[src/rtl/axi_burst_write_master.sv]
// AXI write master: splits a job of total_words words into INCR bursts of up to BURST_LEN beats.
// Optional macro AXI_WM_ERR_ABORT_EN: an error response (bresp[1]) ends the job after that burst.
module axi_burst_write_master #(
   parameter int ADDR_WIDTH = 32,
   parameter int DATA_WIDTH = 32,
   parameter int BURST_LEN  = 16
) (
   input  logic                  clk,
   input  logic                  rst_n,
   input  logic                  start,
   input  logic [ADDR_WIDTH-1:0] base_addr,
   input  logic [ADDR_WIDTH-1:0] total_words,
   input  logic [DATA_WIDTH-1:0] s_data,
   input  logic                  s_valid,
   output logic                  s_ready,
   output logic [ADDR_WIDTH-1:0] awaddr,
   output logic [7:0]            awlen,
   output logic                  awvalid,
   input  logic                  awready,
   output logic [DATA_WIDTH-1:0] wdata,
   output logic                  wvalid,
   input  logic                  wready,
   output logic                  wlast,
   input  logic [1:0]            bresp,
   input  logic                  bvalid,
   output logic                  bready,
   output logic                  busy,
   output logic                  done,
   output logic                  err
);

   typedef enum logic [2:0] {IDLE, ADDR, DATA, RESP, FIN} state_t;

   state_t                state, state_next;
   logic [ADDR_WIDTH-1:0] addr_q, remaining_q;
   logic [7:0]            len_q, beat_q;
   logic                  err_q;
   logic [ADDR_WIDTH-1:0] beats_w, rem_after;
   logic                  resp_unused;

   // Beats of the next burst minus one: min(BURST_LEN, rem) - 1, rem assumed non-zero.
   function automatic logic [7:0] burst_len_m1(input logic [ADDR_WIDTH-1:0] rem);
      if (rem >= ADDR_WIDTH'(BURST_LEN))
         burst_len_m1 = 8'(BURST_LEN - 1);
      else
         burst_len_m1 = 8'(rem - ADDR_WIDTH'(1));
   endfunction

   assign beats_w     = ADDR_WIDTH'({1'b0, len_q}) + ADDR_WIDTH'(1);
   assign rem_after   = remaining_q - beats_w;
   assign resp_unused = bresp[0];

   always_ff @(posedge clk or negedge rst_n) begin
      if (!rst_n)
         state <= IDLE;
      else
         state <= state_next;
   end

   always_comb begin
      state_next = state;
      case (state)
         IDLE: if (start) state_next = (total_words != '0) ? ADDR : FIN;
         ADDR: if (awready) state_next = DATA;
         DATA: if (s_valid && wready && (beat_q == len_q)) state_next = RESP;
         RESP: begin
            if (bvalid) begin
`ifdef AXI_WM_ERR_ABORT_EN
               if (bresp[1])
                  state_next = FIN;
               else
`endif
               if (rem_after != '0)
                  state_next = ADDR;
               else
                  state_next = FIN;
            end
         end
         FIN:     state_next = IDLE;
         default: state_next = IDLE;
      endcase
   end

   // Job bookkeeping; awaddr/awlen come straight from these registers so they hold during ADDR.
   always_ff @(posedge clk or negedge rst_n) begin
      if (!rst_n) begin
         addr_q      <= '0;
         remaining_q <= '0;
         len_q       <= '0;
         beat_q      <= '0;
         err_q       <= 1'b0;
      end else begin
         case (state)
            IDLE: begin
               if (start) begin
                  addr_q      <= base_addr;
                  remaining_q <= total_words;
                  err_q       <= 1'b0;
                  len_q       <= (total_words != '0) ? burst_len_m1(total_words) : 8'd0;
               end
            end
            ADDR: if (awready) beat_q <= 8'd0;
            DATA: if (s_valid && wready) beat_q <= beat_q + 8'd1;
            RESP: begin
               if (bvalid) begin
                  if (bresp[1]) err_q <= 1'b1;
                  remaining_q <= rem_after;
                  addr_q      <= addr_q + beats_w;
                  if (rem_after != '0) len_q <= burst_len_m1(rem_after);
               end
            end
            default: ;
         endcase
      end
   end

   assign awaddr  = addr_q;
   assign awlen   = len_q;
   assign awvalid = (state == ADDR);
   assign wdata   = s_data;
   assign wvalid  = (state == DATA) && s_valid;
   assign s_ready = (state == DATA) && wready;
   assign wlast   = (state == DATA) && (beat_q == len_q);
   assign bready  = (state == RESP);
   assign done    = (state == FIN);
   assign busy    = (state == ADDR) || (state == DATA) || (state == RESP);
   assign err     = err_q;

endmodule

[config.mk]
export PLATFORM = sky130hd
export DESIGN_NAME = axi_burst_write_master
export DESIGN_NICKNAME = d
export VERILOG_FILES = /design/src/rtl/axi_burst_write_master.sv
export SDC_FILE = /design/constraint.sdc
export NUM_CORES = 1
export LEC_CHECK = 0
export BUFFER_PORTS_ARGS = -buffer_cell sky130_fd_sc_hd__buf_2
export CELL_PAD_IN_SITES_DETAIL_PLACEMENT = 1
export CELL_PAD_IN_SITES_GLOBAL_PLACEMENT = 2
export CORE_ASPECT_RATIO = 0.9
export CORE_MARGIN = 2
export CORE_UTILIZATION = 31
export CTS_BUF_LIST = sky130_fd_sc_hd__clkbuf_8
export CTS_CLUSTER_DIAMETER = 100
export DETAILED_ROUTE_END_ITERATION = 16
export PLACE_DENSITY = 0.86
export REMOVE_ABC_BUFFERS = 1
export SLEW_MARGIN = 20
export SYNTH_ARGS = -nofsm -noshare
export SYNTH_HDL_FRONTEND = slang
export SYNTH_SLANG_ARGS = --single-unit
[constraint.sdc]
create_clock -name clk -period 4.3 [get_ports clk]
set_input_delay 0.215 -clock clk [delete_from_list [all_inputs] [get_ports clk]]
set_output_delay 0.215 -clock clk [all_outputs]
set_load 0.005 [all_outputs]
; Word level (Yosys, flattened, before mapping)
; Cells that the tools add are included.
[classes]
n_addsub = 6
n_lt_le_gt_ge = 2
n_eq_ne = 12
muxes = 27
reduce_logical = 17
[op_table]
columns = op, count
row1 = 2-to-1 mux 32 bit, 4
row2 = case mux 32 bit (2 select lines), 2
row3 = greater-or-equal comparator 32 x 5 -> 1 bit (second input constant), 2
row4 = 2-to-1 mux 8 bit, 8
row5 = nonzero test 32 bit, 2
row6 = adder 32 x 9 -> 32 bit, 1
row7 = case mux 8 bit (2 select lines), 2
row8 = subtractor 32 x 9 -> 32 bit, 1
row9 = 2-to-1 mux 3 bit, 6
row10 = subtractor 8 x 1 -> 8 bit (second input constant), 2
row11 = case mux 3 bit (4 select lines), 1
row12 = AND reduction 4 bit, 3
row13 = != test 2 bit (second input constant), 5
row14 = adder 8 x 1 -> 9 bit (second input constant), 1
row15 = adder 8 x 1 -> 8 bit (second input constant), 1
row16 = == test 8 bit, 1
row17 = == test 3 x 2 -> 1 bit (second input constant), 2
row18 = AND reduction 3 bit, 2
row19 = logical AND 1 bit, 5
row20 = != test 2 x 1 -> 1 bit (second input constant), 2
row21 = nonzero test 2 bit, 2
row22 = == test 3 x 1 -> 1 bit (second input constant), 1
row23 = == test 3 bit (second input constant), 1
row24 = zero test 3 bit, 1
row25 = 3 further kinds, 6
[word_totals]
register_bits = 84
output_inout_bits = 80
elab_cells = 70

; Depth between registers and ports, before layout
; Gate-level depths: netlist of the first run.
[logic_depth]
depth_word = 7
depth_mapped = 16

; Worst setup path before layout of the first run
; No wires, ideal clock.
[synth_path]
path_type = register -> register
start = reg len_q[0] (netlist: awlen[0])
end = reg len_q[3] (netlist: awlen[3])
t_arrival_ns = 3.685
slack_ns = 0.485
path_stages_with_launch = 16
synth_period_minus_slack_ns = 3.815
path_cell_list = dfrtp_1 > ha_1 > nand3_1 > xnor2_1 > inv_1 > ha_1 > buf_2 > a21o_1 > a221oi_4 > o211ai_4 > or4_4 > xnor2_1 > nor3b_1 > nand4_1 > a2111oi_1 > o2bb2ai_1
[synth_via]
elab_chain_cells = 7
word_cells_on_any_way = 11
[synth_lines]
columns = element, line_no
row1 = start: declaration, 36  ; logic [7:0] len_q, beat_q;
row2 = start signal: assignment, 99  ; len_q <= (total_words != '0) ? burst_len_m1(total_words) : 8'd0;
row3 = start signal: assignment, 109  ; if (rem_after != '0) len_q <= burst_len_m1(rem_after);
row4 = adder 8 x 1 -> 9 bit *, 49  ; assign beats_w = ADDR_WIDTH'({1'b0, len_q}) + ADDR_WIDTH'(1);
row5 = subtractor 32 x 9 -> 32 bit *, 50  ; assign rem_after = remaining_q - beats_w;
row6 = greater-or-equal comparator 32 x 5 -> 1 bit or subtractor 8 x 1 -> 8 bit (tied branches), "43, 46"
row7 = 2-to-1 mux 8 bit, 43  ; if (rem >= ADDR_WIDTH'(BURST_LEN))
row8 = 2-to-1 mux 8 bit, 109
row9 = 2-to-1 mux 8 bit, 105  ; if (bvalid) begin
row10 = case mux 8 bit (2 select lines), 93  ; case (state)
; Mark *: on every way between the ends. The rest lies on a longest branch, timed or not. The select of a mux whose other input is x is not followed.
; A chain may end at the register's enable or synchronous reset.

; Worst setup path in the final report of the first run
[layout_path]
start = reg len_q[0] (netlist: awlen[0])
end = reg len_q[4] (netlist: awlen[4])
; The elaborated chain is that of the path after synthesis.

==> flow_summary.ini, run 1 <==
[logic_synthesis]
synth_largest_area_cell = dfrtp_1
synth_edf_count = 0
synth.area.top_cells = dfrtp_1 31%, nand2_1 7.4%, ha_1 4.2%
async_reset_ff_frac = 1.000
ys_seq_elements = 84
synth_cell_types = 76
yosysMostFrequentCell = nand2_1
synthCells = 851
yosys_warnings = 0
synth_common_cells = 133 x nand2_1, 84 x dfrtp_1, 69 x nor2_1
synthesis.area_um2 = 6790
ys.flop_type = dfrtp_1
ys_seq_area_frac = 0.3096
avgSynthCellArea_um2 = 7.979
synth_top_area_frac = 0.3096

[timing]
skew_ps = 12.23
hold_viol = 0
worst_pin_slew_ps = 797.2
finalWorstPathRequiredPeriod_ps = 4152
slew_headroom = 0.4618
slew_viol_final = 0
setup_viol = 0
max_freq_mhz = 240.9
post-route-period-util = 0.9655

[setup_path]
cp.required_ps = 4630
cp-start-kind = flop
regToRegSetupSlack_ps = 150
endpoint_kind = flop
cp_max_fo = 6
path_class = flop to flop
arrival_ps = 4480

[grt]
gr-total-overflow = 0
grt_pass1_wl_um = 38430
grt_max_degree = 52
grt_pass1_vias = 6670
antenna_found_initial = 0
grt_usage = 0.2135

[final_layout]
layout.nets = 1060
regArea_um2 = 2105
nFillCells = 2696
drive_gt1_frac = 0.2118
num_antenna_cells = 0
multi_input_area_um2 = 4158
area_delta_synth_final_pct = 15.48
utilization = 0.3636

[floorplan]
core_um2 = 21570
dieHeight_um = 144.4
io_pins = 185
dieArea_um2 = 23110
die_x_um = 160.0
start_util = 0.3148
fp-row-count = 51

[hold_path]
hold_path.class = primary input to flop

[place]
place_congestion = 0.8638
dp_hpwl_um = 18110
port_buffers = 119

[pwr]
leakage_nw = 3.525
finalPower_w = 0.006320
ir_drop_mv = 0.2732
p_per_area_nw_per_um2 = 806.0

[detailed_routing]
drcViolationCount = 0
vias = 6709
drt_iter0_markers = 447
ant_nets = 0
totalWireLength_um = 24590
wl_met1_um = 11860
wl_per_cell_um = 20.05
first_pass_iters = 4
wl_met2_um = 10710
wl_met3_um = 1646
highest_layer = met4
viasPerCell = 5.472

[clock_tree]
clkLatencyLatePin_ps = 390
cts.sinks = 84
clockRootBuffer = clkbuf_8
cts_tree = yes
htree_levels = 3
clk_path_buf_depth = 2
cts_buffers = 9
clkTransAtPathRegs_ps = 90

[flow_run]
cap_violations = 0

[run_status]
outcome = complete, no violations
[power breakdown]
group | switching [W] | leakage, nW | internal (W)
Sequential | 0.000556 | 1.03 | 0.00114
Clock | 0.000339 | 0.122 | 0.000402
Combinational | 0.00229 | 2.37 | 0.00159
Total | 0.00319 | 3.52 | 0.00313
[per-layer routing]
metal	vias to the layer above	global-route usage
met5	-	0.01515
met4	0	0.05927
met3	21	0.05764
met2	195	0.3240
li1	3209	-
met1	3284	0.2976
[path summary, 6_finish.rpt]
path                       startpoint              end  cells after the start
max                          awlen[0]         awlen[4]                     16
min                          bresp[1]              err                      3
max reg2reg                  awlen[0]         awlen[4]                     16
min reg2reg                       err              err                      2
max in group asynchronous       rst_n         awlen[0]                      3
min in group asynchronous       rst_n  remaining_q[15]                      2
[layout by cell type, fill, tap and decap left out, drive strengths merged, types with 9 or more instances in the layout]
| cell | count |
|---|---|
| nand4 | 15 |
| and2 | 9 |
| buf | 149 |
| and3 | 18 |
| mux2i | 19 |
| o21ai | 48 |
| inv | 32 |
| ha | 23 |
| a22oi | 10 |
| nor4 | 14 |
| a32oi | 25 |
| nor2 | 69 |
| clkbuf | 10 |
| nand2 | 133 |
| xnor2 | 28 |
| a21oi | 46 |
| xor2 | 13 |
| nand3 | 42 |
| a31oi | 11 |
| a21o | 16 |
| dfrtp | 84 |
| nor3 | 16 |
[state kept, by name, indices dropped and copies added (netlist names)]
signal       flops
remaining_q     32
awlen            8
awaddr          32
err              1
state            3
beat_q           8
[worst max-delay path: stages (launching register included)]
cell and delay (ps):
dfrtp_2 430, ha_1 200, nand3_1 230, xnor2_2 250, inv_1 70, ha_1 360, a21o_1 220, a221oi_4 370
buf_4 210, o21ai_0 170, nand2_1 120, o311ai_0 270, nor4_2 380, nand4_2 210, buf_4 190, nor3_1 280
a21o_1 120
[final cells by class]
type                            instances  area share
Multi-Input combinational cell        653      0.5302
Sequential cell                        84      0.2684
Timing Repair Buffer                  150      0.1079
Tap cell                              291     0.04643
Clock buffer                           10     0.01755
Inverter                               32     0.01532
Clock inverter                          6     0.01420
[cells by family after synthesis]
kind of cell,share of synthesized area
buf+inv,0.08439
fa+ha+maj,0.04828
compound gates,0.2217
xor+xnor,0.05288
flops,0.3096
simple gates,0.2502
mux,0.03298
[stage by stage]
| step | setup TNS, ps | worst slack, ps | cell area, µm² | std cells | hold WS [ps] |
|---|---|---|---|---|---|
| floorplan | 0 | 177.2 | 6337 | 769 | -80.59 |
| global placement | 0 | 272.7 | 7496 | 1203 | 292.2 |
| detailed placement | 0 | 202.3 | 7496 | 1203 | 303.3 |
| CTS | 0 | 143.7 | 7755 | 1220 | 41.24 |
| global route | -326.7 | -78.01 | 7841 | 1226 | 52.89 |
| finish | 0 | 148.4 | 7841 | 1226 | 55.04 |
[repair_timing]
item / CTS / global route
setup buffers: 0 / 6
hold buffers: 1 / 0
endpoints found under the hold margin: 46 / 0
setup endpoints to repair: 0 / 10
gates resized for setup: 0 / 10
Power figures use the tool's default switching activity.
==> run 2, diff against run 1 <==
- RECOVER_POWER: not set -> 50
==> flow_summary.ini, run 2 (synthesized netlist as in run 1, its figures left out) <==
[final_layout]
final_area_um2 = 7809
area_delta_synth_final_pct = 15.00
num_antenna_cells = 0
drive_gt1_frac = 0.1861
mostFrequentLayoutCells = 133 x nand2_1, 95 x buf_2, 82 x dfrtp_1
utilization = 0.3620
layout.nets = 1060
final_common_cell = nand2_1

[setup_path]
cp.required_ps = 4630
arrival_ps = 4450
cp_max_fo = 6
cp-start-kind = flop
path_class = flop to flop
endpoint_kind = flop

[flow_run]
cap_violations = 1

[clock_tree]
cts.sinks = 84
cts_tree = yes
clkLatencyLatePin_ps = 390
clkTransAtPathRegs_ps = 90
clk_path_buf_depth = 2
htree_levels = 3
cts_buffers = 9
clockRootBuffer = clkbuf_8

[floorplan]
io_pins = 185
dieHeight_um = 144.4
die_x_um = 160.0
fp-row-count = 51
core_um2 = 21570
start_util = 0.3148
dieArea_um2 = 23110

[pwr]
ir_drop_mv = 0.2703
p_per_area_nw_per_um2 = 807.0
leakage_nw = 3.454

[detailed_routing]
vias = 6738
drt_iter0_markers = 413
drcViolationCount = 0
ant_nets = 0
first_pass_iters = 5
wl_per_cell_um = 20.05
viasPerCell = 5.496
totalWireLength_um = 24580

[timing]
slew_headroom = -0.9375
hold_viol = 0
finalWorstPathRequiredPeriod_ps = 4125
setup_viol = 0
post-route-period-util = 0.9594
skew_ps = 12.01
slew_viol_final = 48
timing.setup.tns_ps = 0
max_freq_mhz = 242.4
worst_pin_slew_ps = 2906

[grt]
grt_pass1_wl_um = 38430
antenna_found_initial = 0
grt_pass1_vias = 6670
grt_usage = 0.2135
gr-total-overflow = 0
grt_max_degree = 52

[run_status]
outcome = complete, but fails checks
violations = capacitance limit, slew limit

[place]
port_buffers = 119
place_area_um2 = 7496
place_congestion = 0.8638
dp_hpwl_um = 18110

[hold_path]
hold_path.class = primary input to flop
[run 2: cell types whose count changed in the layout (fill, tap and decap cells not counted)]
cell and delta:
clkbuf_1 +24, buf_2 -23, buf_4 -1
[run 2: per-layer routing]
metal  global-route usage  up-vias  wire (µm)
met5              0.01515        -          0
met3              0.05764       23       1688
met1               0.2976     3311      11770
met4              0.05927        0        408
met2               0.3240      193      10710
li1                     -     3211          -
[run 2: critical path: stages (launching register included)]
cell	delay [ps]
dfrtp_2	430
ha_1	200
nand3_1	230
xnor2_2	250
inv_1	70
ha_1	360
a21o_1	220
a221oi_4	370
buf_4	210
o21ai_0	180
nand2_1	120
o311ai_0	240
nor4_2	370
nand4_2	210
buf_4	190
nor3_1	280
a21o_1	120
[run 2: path summary, 6_finish.rpt]
path,start,endpoint,slack (ps),depth (start not counted)
worst max-delay path,awlen[0],awlen[4],170,16
worst min-delay path,bresp[1],err,60,3
worst max register to register,awlen[0],awlen[4],170,16
worst min register to register,err,err,500,2
max in group asynchronous,rst_n,awlen[0],1200,3
min in group asynchronous,rst_n,remaining_q[15],1310,2
[run 2: through the flow]
stage               total power [W]  hold slack, ps  cells  setup WS [ps]
floorplan                  0.004129          -80.59    769          177.2
global placement           0.005407           292.2   1203          272.7
detailed placement         0.005527           303.3   1203          202.3
CTS                        0.006291           41.24   1220          143.7
global route               0.006849           52.89   1226         -78.24
finish                     0.006302           59.22   1226          174.6
[run 2: area by class of cell]
class,count,area [µm²]
clock buffer,10,137.6
clock inverter,6,111.4
fill,2701,13760
inverter,32,120.1
multi-input combinational,653,4158
sequential,84,2105
tap,291,364.1
timing repair buffer,150,813.3
[run 2: repair_timing]
action                     CTS  global route
setup endpoints to repair    0            10
resized for setup            0            10
hold buffers                 1             0
hold endpoints to repair    46             0
setup buffers                0             6
[run 2: report_power, final]
part | switching, W | internal (W) | total, W
Combinational | 0.00229 | 0.00157 | 0.00386
Sequential | 0.000561 | 0.00114 | 0.00170
Clock | 0.000339 | 0.000402 | 0.000741
Total | 0.00319 | 0.00311 | 0.00630
